**src/rtl/alu_key_sequencer_if.sv**
```systemverilog
// Key/switch inputs and strobe/capture outputs of the ALU key sequencer.
// master = stimulus/consumer side, slave = the sequencer itself.
interface alu_key_sequencer_if #(
  parameter int unsigned IN_W = 2,
  parameter int unsigned OP_W = 4
);
  logic            key_a;
  logic            key_b;
  logic            key_f;
  logic [IN_W-1:0] in_sw;
  logic [OP_W-1:0] op_sw;
  logic            ld_a;
  logic            ld_b;
  logic            ld_f;
  logic [IN_W-1:0] in_q;
  logic [OP_W-1:0] op_q;
  logic [1:0]      state;
  logic            err;

  modport master (
    output key_a, key_b, key_f, in_sw, op_sw,
    input  ld_a, ld_b, ld_f, in_q, op_q, state, err
  );

  modport slave (
    input  key_a, key_b, key_f, in_sw, op_sw,
    output ld_a, ld_b, ld_f, in_q, op_q, state, err
  );
endinterface

```
**src/rtl/alu_key_sequencer.sv**
```systemverilog
// Debounces three push-buttons into single-cycle A/B/F load strobes and enforces A->B->F order.
// Optional macro SEQ_ORDER_EN: when defined, out-of-order presses are rejected with err.
module alu_key_sequencer #(
  parameter int unsigned DEBOUNCE_CYCLES = 20000,
  parameter int unsigned IN_W            = 2,
  parameter int unsigned OP_W            = 4
) (
  input logic               clk,
  input logic               rst_n,
  alu_key_sequencer_if.slave bus
);
  localparam int unsigned NK       = 3;
  localparam int unsigned CNT_W    = (DEBOUNCE_CYCLES > 2) ? $clog2(DEBOUNCE_CYCLES) : 1;
  localparam logic [CNT_W-1:0] CNT_LAST = CNT_W'(DEBOUNCE_CYCLES - 1);

  typedef enum logic [1:0] {
    S_IDLE = 2'd0,
    S_A_OK = 2'd1,
    S_B_OK = 2'd2,
    S_DONE = 2'd3
  } state_e;

  // Key vectors: bit 2 = A, bit 1 = B, bit 0 = F
  logic [NK-1:0]    key_raw;
  logic [NK-1:0]    sync1_q, sync2_q;
  logic [NK-1:0]    stable_q, stable_d, stable_dly_q;
  logic [NK-1:0]    press_c;
  logic [CNT_W-1:0] cnt_q [NK];
  logic [CNT_W-1:0] cnt_d [NK];

  state_e           state_q, state_d;
  logic             ld_a_q, ld_a_d, ld_b_q, ld_b_d, ld_f_q, ld_f_d, err_q, err_d;
  logic [IN_W-1:0]  in_cap_q, in_cap_d;
  logic [OP_W-1:0]  op_cap_q, op_cap_d;
  logic             ok_b, ok_f;

  assign key_raw = {bus.key_a, bus.key_b, bus.key_f};
  assign press_c = stable_q & ~stable_dly_q;

  // Synchronizers, debounce counters and stable levels
  always_ff @(posedge clk or negedge rst_n) begin
    if (!rst_n) begin
      sync1_q      <= '0;
      sync2_q      <= '0;
      stable_q     <= '0;
      stable_dly_q <= '0;
      for (int k = 0; k < NK; k++) cnt_q[k] <= '0;
    end else begin
      sync1_q      <= key_raw;
      sync2_q      <= sync1_q;
      stable_q     <= stable_d;
      stable_dly_q <= stable_q;
      for (int k = 0; k < NK; k++) cnt_q[k] <= cnt_d[k];
    end
  end

  always_comb begin
    stable_d = stable_q;
    for (int k = 0; k < NK; k++) begin
      cnt_d[k] = '0;
      if (sync2_q[k] != stable_q[k]) begin
        if (cnt_q[k] == CNT_LAST) stable_d[k] = sync2_q[k];
        else                      cnt_d[k]    = cnt_q[k] + CNT_W'(1);
      end
    end
  end

  // Sequencer state and registered outputs
  always_ff @(posedge clk or negedge rst_n) begin
    if (!rst_n) begin
      state_q  <= S_IDLE;
      ld_a_q   <= 1'b0;
      ld_b_q   <= 1'b0;
      ld_f_q   <= 1'b0;
      err_q    <= 1'b0;
      in_cap_q <= '0;
      op_cap_q <= '0;
    end else begin
      state_q  <= state_d;
      ld_a_q   <= ld_a_d;
      ld_b_q   <= ld_b_d;
      ld_f_q   <= ld_f_d;
      err_q    <= err_d;
      in_cap_q <= in_cap_d;
      op_cap_q <= op_cap_d;
    end
  end

  always_comb begin
    state_d  = state_q;
    ld_a_d   = 1'b0;
    ld_b_d   = 1'b0;
    ld_f_d   = 1'b0;
    in_cap_d = in_cap_q;
    op_cap_d = op_cap_q;
`ifdef SEQ_ORDER_EN
    ok_b     = (state_q == S_A_OK) || (state_q == S_B_OK);
    ok_f     = (state_q == S_B_OK) || (state_q == S_DONE);
`else
    ok_b     = 1'b1;
    ok_f     = 1'b1;
`endif
    // Any second simultaneous press is a discarded loser
    err_d    = (press_c[2] & (press_c[1] | press_c[0])) | (press_c[1] & press_c[0]);

    if (press_c[2]) begin
      ld_a_d   = 1'b1;
      in_cap_d = bus.in_sw;
      state_d  = S_A_OK;
    end else if (press_c[1]) begin
      if (ok_b) begin
        ld_b_d   = 1'b1;
        in_cap_d = bus.in_sw;
        state_d  = S_B_OK;
      end else begin
        err_d = 1'b1;
      end
    end else if (press_c[0]) begin
      if (ok_f) begin
        ld_f_d   = 1'b1;
        op_cap_d = bus.op_sw;
        state_d  = S_DONE;
      end else begin
        err_d = 1'b1;
      end
    end
  end

  assign bus.ld_a  = ld_a_q;
  assign bus.ld_b  = ld_b_q;
  assign bus.ld_f  = ld_f_q;
  assign bus.err   = err_q;
  assign bus.in_q  = in_cap_q;
  assign bus.op_q  = op_cap_q;
  assign bus.state = 2'(state_q);
endmodule

```
**src/flat_wrapper.sv**
```systemverilog
// flat-port wrapper written by rule: the top's interface ports become plain ports
module alu_key_sequencer_flat 
#(
  parameter int unsigned DEBOUNCE_CYCLES = 20000,
  parameter int unsigned IN_W            = 2,
  parameter int unsigned OP_W            = 4
)
  (clk, rst_n, bus_key_a, bus_key_b, bus_key_f, bus_in_sw, bus_op_sw, bus_ld_a, bus_ld_b, bus_ld_f, bus_in_q, bus_op_q, bus_state, bus_err);
  alu_key_sequencer_if #(.IN_W(IN_W), .OP_W(OP_W)) bus_i ();
  input logic clk;
  input logic rst_n;
  input wire logic [$bits(bus_i.key_a)-1:0] bus_key_a;
  input wire logic [$bits(bus_i.key_b)-1:0] bus_key_b;
  input wire logic [$bits(bus_i.key_f)-1:0] bus_key_f;
  input wire logic [$bits(bus_i.in_sw)-1:0] bus_in_sw;
  input wire logic [$bits(bus_i.op_sw)-1:0] bus_op_sw;
  output wire logic [$bits(bus_i.ld_a)-1:0] bus_ld_a;
  output wire logic [$bits(bus_i.ld_b)-1:0] bus_ld_b;
  output wire logic [$bits(bus_i.ld_f)-1:0] bus_ld_f;
  output wire logic [$bits(bus_i.in_q)-1:0] bus_in_q;
  output wire logic [$bits(bus_i.op_q)-1:0] bus_op_q;
  output wire logic [$bits(bus_i.state)-1:0] bus_state;
  output wire logic [$bits(bus_i.err)-1:0] bus_err;
  assign bus_i.key_a = bus_key_a;
  assign bus_i.key_b = bus_key_b;
  assign bus_i.key_f = bus_key_f;
  assign bus_i.in_sw = bus_in_sw;
  assign bus_i.op_sw = bus_op_sw;
  assign bus_ld_a = bus_i.ld_a;
  assign bus_ld_b = bus_i.ld_b;
  assign bus_ld_f = bus_i.ld_f;
  assign bus_in_q = bus_i.in_q;
  assign bus_op_q = bus_i.op_q;
  assign bus_state = bus_i.state;
  assign bus_err = bus_i.err;
  alu_key_sequencer #(.DEBOUNCE_CYCLES(DEBOUNCE_CYCLES), .IN_W(IN_W), .OP_W(OP_W)) u_core (.clk(clk), .rst_n(rst_n), .bus(bus_i));
endmodule
```
**config.mk**
```make
export PLATFORM = sky130hd
export DESIGN_NAME = alu_key_sequencer_flat
export DESIGN_NICKNAME = d
export VERILOG_FILES = /design/src/rtl/alu_key_sequencer_if.sv /design/src/rtl/alu_key_sequencer.sv /design/src/flat_wrapper.sv
export SDC_FILE = /design/constraint.sdc
export NUM_CORES = 1
export LEC_CHECK = 0
export BUFFER_PORTS_ARGS = -buffer_cell sky130_fd_sc_hd__buf_2
export CAP_MARGIN = 20
export CORE_MARGIN = 4
export CORE_UTILIZATION = 49
export CTS_BUF_LIST = sky130_fd_sc_hd__clkbuf_8
export DETAILED_ROUTE_END_ITERATION = 16
export GPL_TIMING_DRIVEN = 1
export PLACE_DENSITY = 0.76
export SLEW_MARGIN = 0
export SYNTH_ARGS = -nofsm -noshare
export SYNTH_HDL_FRONTEND = slang
export SYNTH_SLANG_ARGS = --single-unit
```
**constraint.sdc**
```tcl
create_clock -name clk -period 1.85 [get_ports clk]
set_input_delay 0.37 -clock clk [delete_from_list [all_inputs] [get_ports clk]]
set_output_delay 0.37 -clock clk [all_outputs]
set_load 0.1 [all_outputs]
```
# ---- Yosys cells after proc, flatten, opt, wreduce, memory -nomap -nowiden
# Cells that the tools add are included.
dict set report word_totals {
  out_inout_bits 12
  reg_bits 69
}
dict set report op_classes {
  n_eq_ne 6
  mux 17
  reduce_logical 6
  addsub 3
  bitwise 8
}
# op n
set ops {}
lappend ops {{15-bit two-way mux} 6}
lappend ops {{15-bit by 1-bit adder with 15-bit output, second input constant} 3}
lappend ops {{15-bit == test, second input constant} 3}
lappend ops {{2-bit two-way mux} 5}
lappend ops {{1-bit two-way mux} 6}
lappend ops {{2-bit AND reduction} 3}
lappend ops {{3-bit bitwise AND} 1}
lappend ops {{1-bit != test} 3}
lappend ops {{3-bit NOT} 1}
lappend ops {{3-bit AND reduction} 1}
lappend ops {{3-bit nonzero test} 1}
lappend ops {{1-bit bitwise AND} 2}
lappend ops {{1-bit NOT} 2}
lappend ops {{1-bit OR} 2}
lappend ops {{2-bit nonzero test} 1}

# ---- Logic depth before layout (Yosys ltp)
dict set report depth {
  depth_word 5
  ltp_mapped 7
  depth_no_buf 5
}

# ---- Worst setup path before layout
# OpenSTA, ideal clock, no wires.
dict set report synth_path {
  kind {reg-to-reg}
  start {register u_core.cnt_q[27] (netlist name)}
  end {register u_core.stable_q[1]}
  t_arrival_ns 1.732
  t_required_ns 1.725
  n_path_buf 0
  path_slack_ns -0.007
  setup_time_ns 0.125
  stages_incl_launch_ff 4
  path_cell_list {dfrtp_1 > or4b_1 > or4_4 > mux2_4}
}
dict set report synth_between {
  elab_chain_cells 2
}
# item line
set synth_lines {}
lappend synth_lines {{start: declaration} alu_key_sequencer.sv:28} ;# logic [CNT_W-1:0] cnt_q [NK];
lappend synth_lines {{15-bit == test} alu_key_sequencer.sv:62} ;# if (cnt_q[k] == CNT_LAST) stable_d[k] = sync2_q[k];
lappend synth_lines {{2-bit AND reduction (no source line)} --}
lappend synth_lines {{end signal: assignment} alu_key_sequencer.sv:51} ;# stable_q <= stable_d;
lappend synth_lines {{end: declaration} alu_key_sequencer.sv:26} ;# logic [NK-1:0] stable_q, stable_d, stable_dly_q;
# Every way passes these cells.
# A chain may end at the register's enable or synchronous reset.

# ---- Final worst setup path
# Same ends and word-level chain as after synthesis.

==> metrics.txt <==
Slew @ Worst Pin 0.4956 ns; final WL 5038 um; setup violators final 1; crit start category flip-flop; Worst Path Required 2.07 ns; Sequential Area 0.001727 mm2; die area 0.007344 mm2; status complete, but fails checks; detailed-route DRC error count 0; hpwl dp 3482 um; initial antenna violation count 0; RSZ-0062 raised after global routing true; multi-input logic area 0.001176 mm2; via count 1955; Vias/cell 5.158; Skew-Pair Late Insertion Delay 0.33 ns; wire length per cell 13.29 um; clock sink count 69; GRT overflow 0; reg2reg setup slack -0.03 ns; final hold vios 0; post-route ant nets 0; count of cell types in the netlist 27; Seq/Total Area, Yosys 58.38%; Final min period 1.879 ns; Post-Syn Area 0.002958 mm2; Fill cells 486; Setup TNS Final -0.02872 ns; H-Tree Depth 3; Yosys reg bits 69; WP data arrival 2.10 ns; Hold WS 0.03580 ns; Initial Util 50.26%; Post-CTS Hold Fix Bufs 0; Slew Limit Fails 0; Final period util 101.6%; largest net degree at the start of global routing 70; Leakage 1.629 nW; area added between synthesis and finish 16.33%; PD cells 840.8 mW/mm2; antenna cells 0; Row Count 28; die height 85.70 um; Synth Instances 263; setup ws final -0.02872 ns; worst hold path type input pin to asynchronous set/reset pin; number of global-route vias before repair 2003; Clock Root Buffer clkbuf_8; RD Place Congestion 0.7714; first-pass GRT wire length 9011 um; clock transition at the registers of the reported paths 0.08 ns; CP Class flip-flop to flip-flop; total CTS buffers 9; max_slew headroom 67.19%; syn_area_per_cell 11.25 um2; GRT Overall Usage 15.60%; Setup Fix Bufs, Post-CTS 0; nets 313; failing checks negative setup slack; post-cts sizing count 1; Die Wd 85.70 um; CTS tree built; syn_nets 277; max cap viols 0; crit path max fanout 2; layout cell share with drive strength beyond 1 19.74%; YS warnings 0; Crit. End Element flip-flop; port bufs 22; 1st-iter DRT viols 114; I/O Pins 23; 1st-pass router iterations 4; Max Root-Sink Buffers 2; maximum vdd drop 0.0004299 V; core area 0.005886 mm2; Worst Skew 0.007341 ns; Max Freq 0.5323 GHz
critical path, cell delays in order (launching register included):
cell and delay, ns:
dfrtp_1 0.39, or4b_1 0.54, or4_4 0.53, mux2_4 0.31
metrics by stage:
| stage | setup slack (ns) | util, % | cells | area, um2 | power (mW) |
|---|---|---|---|---|---|
| after global routing | -0.03551 | 58.46 | 379 | 3441 | 3.009 |
| after CTS | -0.03187 | 58.46 | 379 | 3441 | 2.935 |
| after global placement | 0.01555 | 54.97 | 363 | 3236 | 1.703 |
| final | -0.02872 | 58.46 | 379 | 3441 | 2.893 |
| after floorplan | 0.04583 | - | 263 | 2958 | 1.641 |
| after detailed placement | -0.03215 | 54.97 | 363 | 3236 | 1.708 |
cells by family after synthesis:
group                    synth area share (%)
AND/OR/NAND/NOR                         21.83
flip-flops                              58.38
XOR/XNOR                                12.44
buffers and inverters                   2.031
multiplexers                            3.553
adder cells (fa/ha/maj)                 1.608
AO/OA/AOI/OAI                          0.1690
Yosys cell counts:
master / number / area (um2)
xnor2_1: 14 / 122.6
clkbuf_1: 8 / 30.03
mux2_2: 8 / 90.09
nand2_1: 8 / 30.03
ha_1: 3 / 37.54
dfrtp_1: 69 / 1727
buf_6: 1 / 11.26
or4_4: 1 / 11.26
mux2_4: 1 / 15.01
xor2_1: 28 / 245.2
nor3_1: 7 / 35.03
and4_1: 9 / 78.83
or3_1: 1 / 6.260
and2_1: 3 / 18.77
maj3_1: 1 / 10.01
nand3_1: 14 / 70.07
nor4_1: 3 / 18.77
inv_1: 5 / 18.77
nand4_1: 16 / 100.1
nor2_1: 49 / 183.9
nor2b_1: 3 / 18.77
nand2b_2: 1 / 8.760
and3_1: 2 / 12.51
o21ai_0: 1 / 5.000
nand2b_1: 4 / 25.02
nor4b_1: 2 / 17.52
or4b_1: 1 / 10.01
registers in the layout, summed over array words and instances (netlist names):
signal / flops
u_core.cnt_q: 45
u_core.bus.op_q: 4
u_core.stable_dly_q: 3
u_core.stable_q: 3
u_core.sync1_q: 3
u_core.sync2_q: 3
u_core.bus.in_q: 2
u_core.bus.state: 2
u_core.bus.err: 1
u_core.bus.ld_a: 1
u_core.bus.ld_b: 1
u_core.bus.ld_f: 1
power breakdown:
part	internal, mW	leakage, nW	total [mW]	switching, mW
Combinational	0.0418	0.591	0.124	0.0818
Sequential	1.53	0.938	1.55	0.0197
Clock	0.657	0.100	1.22	0.561
Total	2.23	1.63	2.89	0.662
cells in the final DEF (no fill, tap or decap), drive strengths merged:
cell,count
dfrtp,69
nor2,49
buf,34
xor2,28
nand4,16
xnor2,14
nand3,14
clkbuf,10
and4,9
mux2,9
nand2,8
nor3,7
inv,7
nand2b,5
and2,3
nor4,3
nor2b,3
ha,3
nor4b,2
and3,2
clkinvlp,2
or4b,1
or3,1
or4,1
maj3,1
o21ai,1
clkinv,1
bufinv,1
area by class of cell:
cell class | count | share of cell area (%)
multi-input cells | 180 | 34.18
repair buffers | 34 | 6.545
flip-flops and latches | 69 | 50.18
clock buffers | 10 | 4.000
inverters | 5 | 0.5455
clock inverters | 6 | 1.818
well taps | 75 | 2.727
path summary, 6_finish.rpt:
| kind | from | end | depth (start not counted) |
|---|---|---|---|
| hold / removal | rst_n | u_core.cnt_q[10] | 2 |
| setup reg to reg | u_core.cnt_q[27] | u_core.stable_q[1] | 3 |
| min in group clk | bus_key_b | u_core.sync1_q[1] | 1 |
| max in group asynchronous | rst_n | u_core.cnt_q[33] | 2 |
| setup / recovery | u_core.cnt_q[27] | u_core.stable_q[1] | 3 |
| hold reg to reg | u_core.sync1_q[0] | u_core.sync2_q[0] | 0 |
layer usage:
metal | vias up | global-route usage [%] | wire (um)
li1 | 966 | - | -
met1 | 947 | 20.66 | 2388
met2 | 34 | 23.94 | 2381
met3 | 8 | 3.074 | 166
met4 | 0 | 9.065 | 102
met5 | - | 0 | 0
Note: power is estimated with default switching activity, not from simulation.
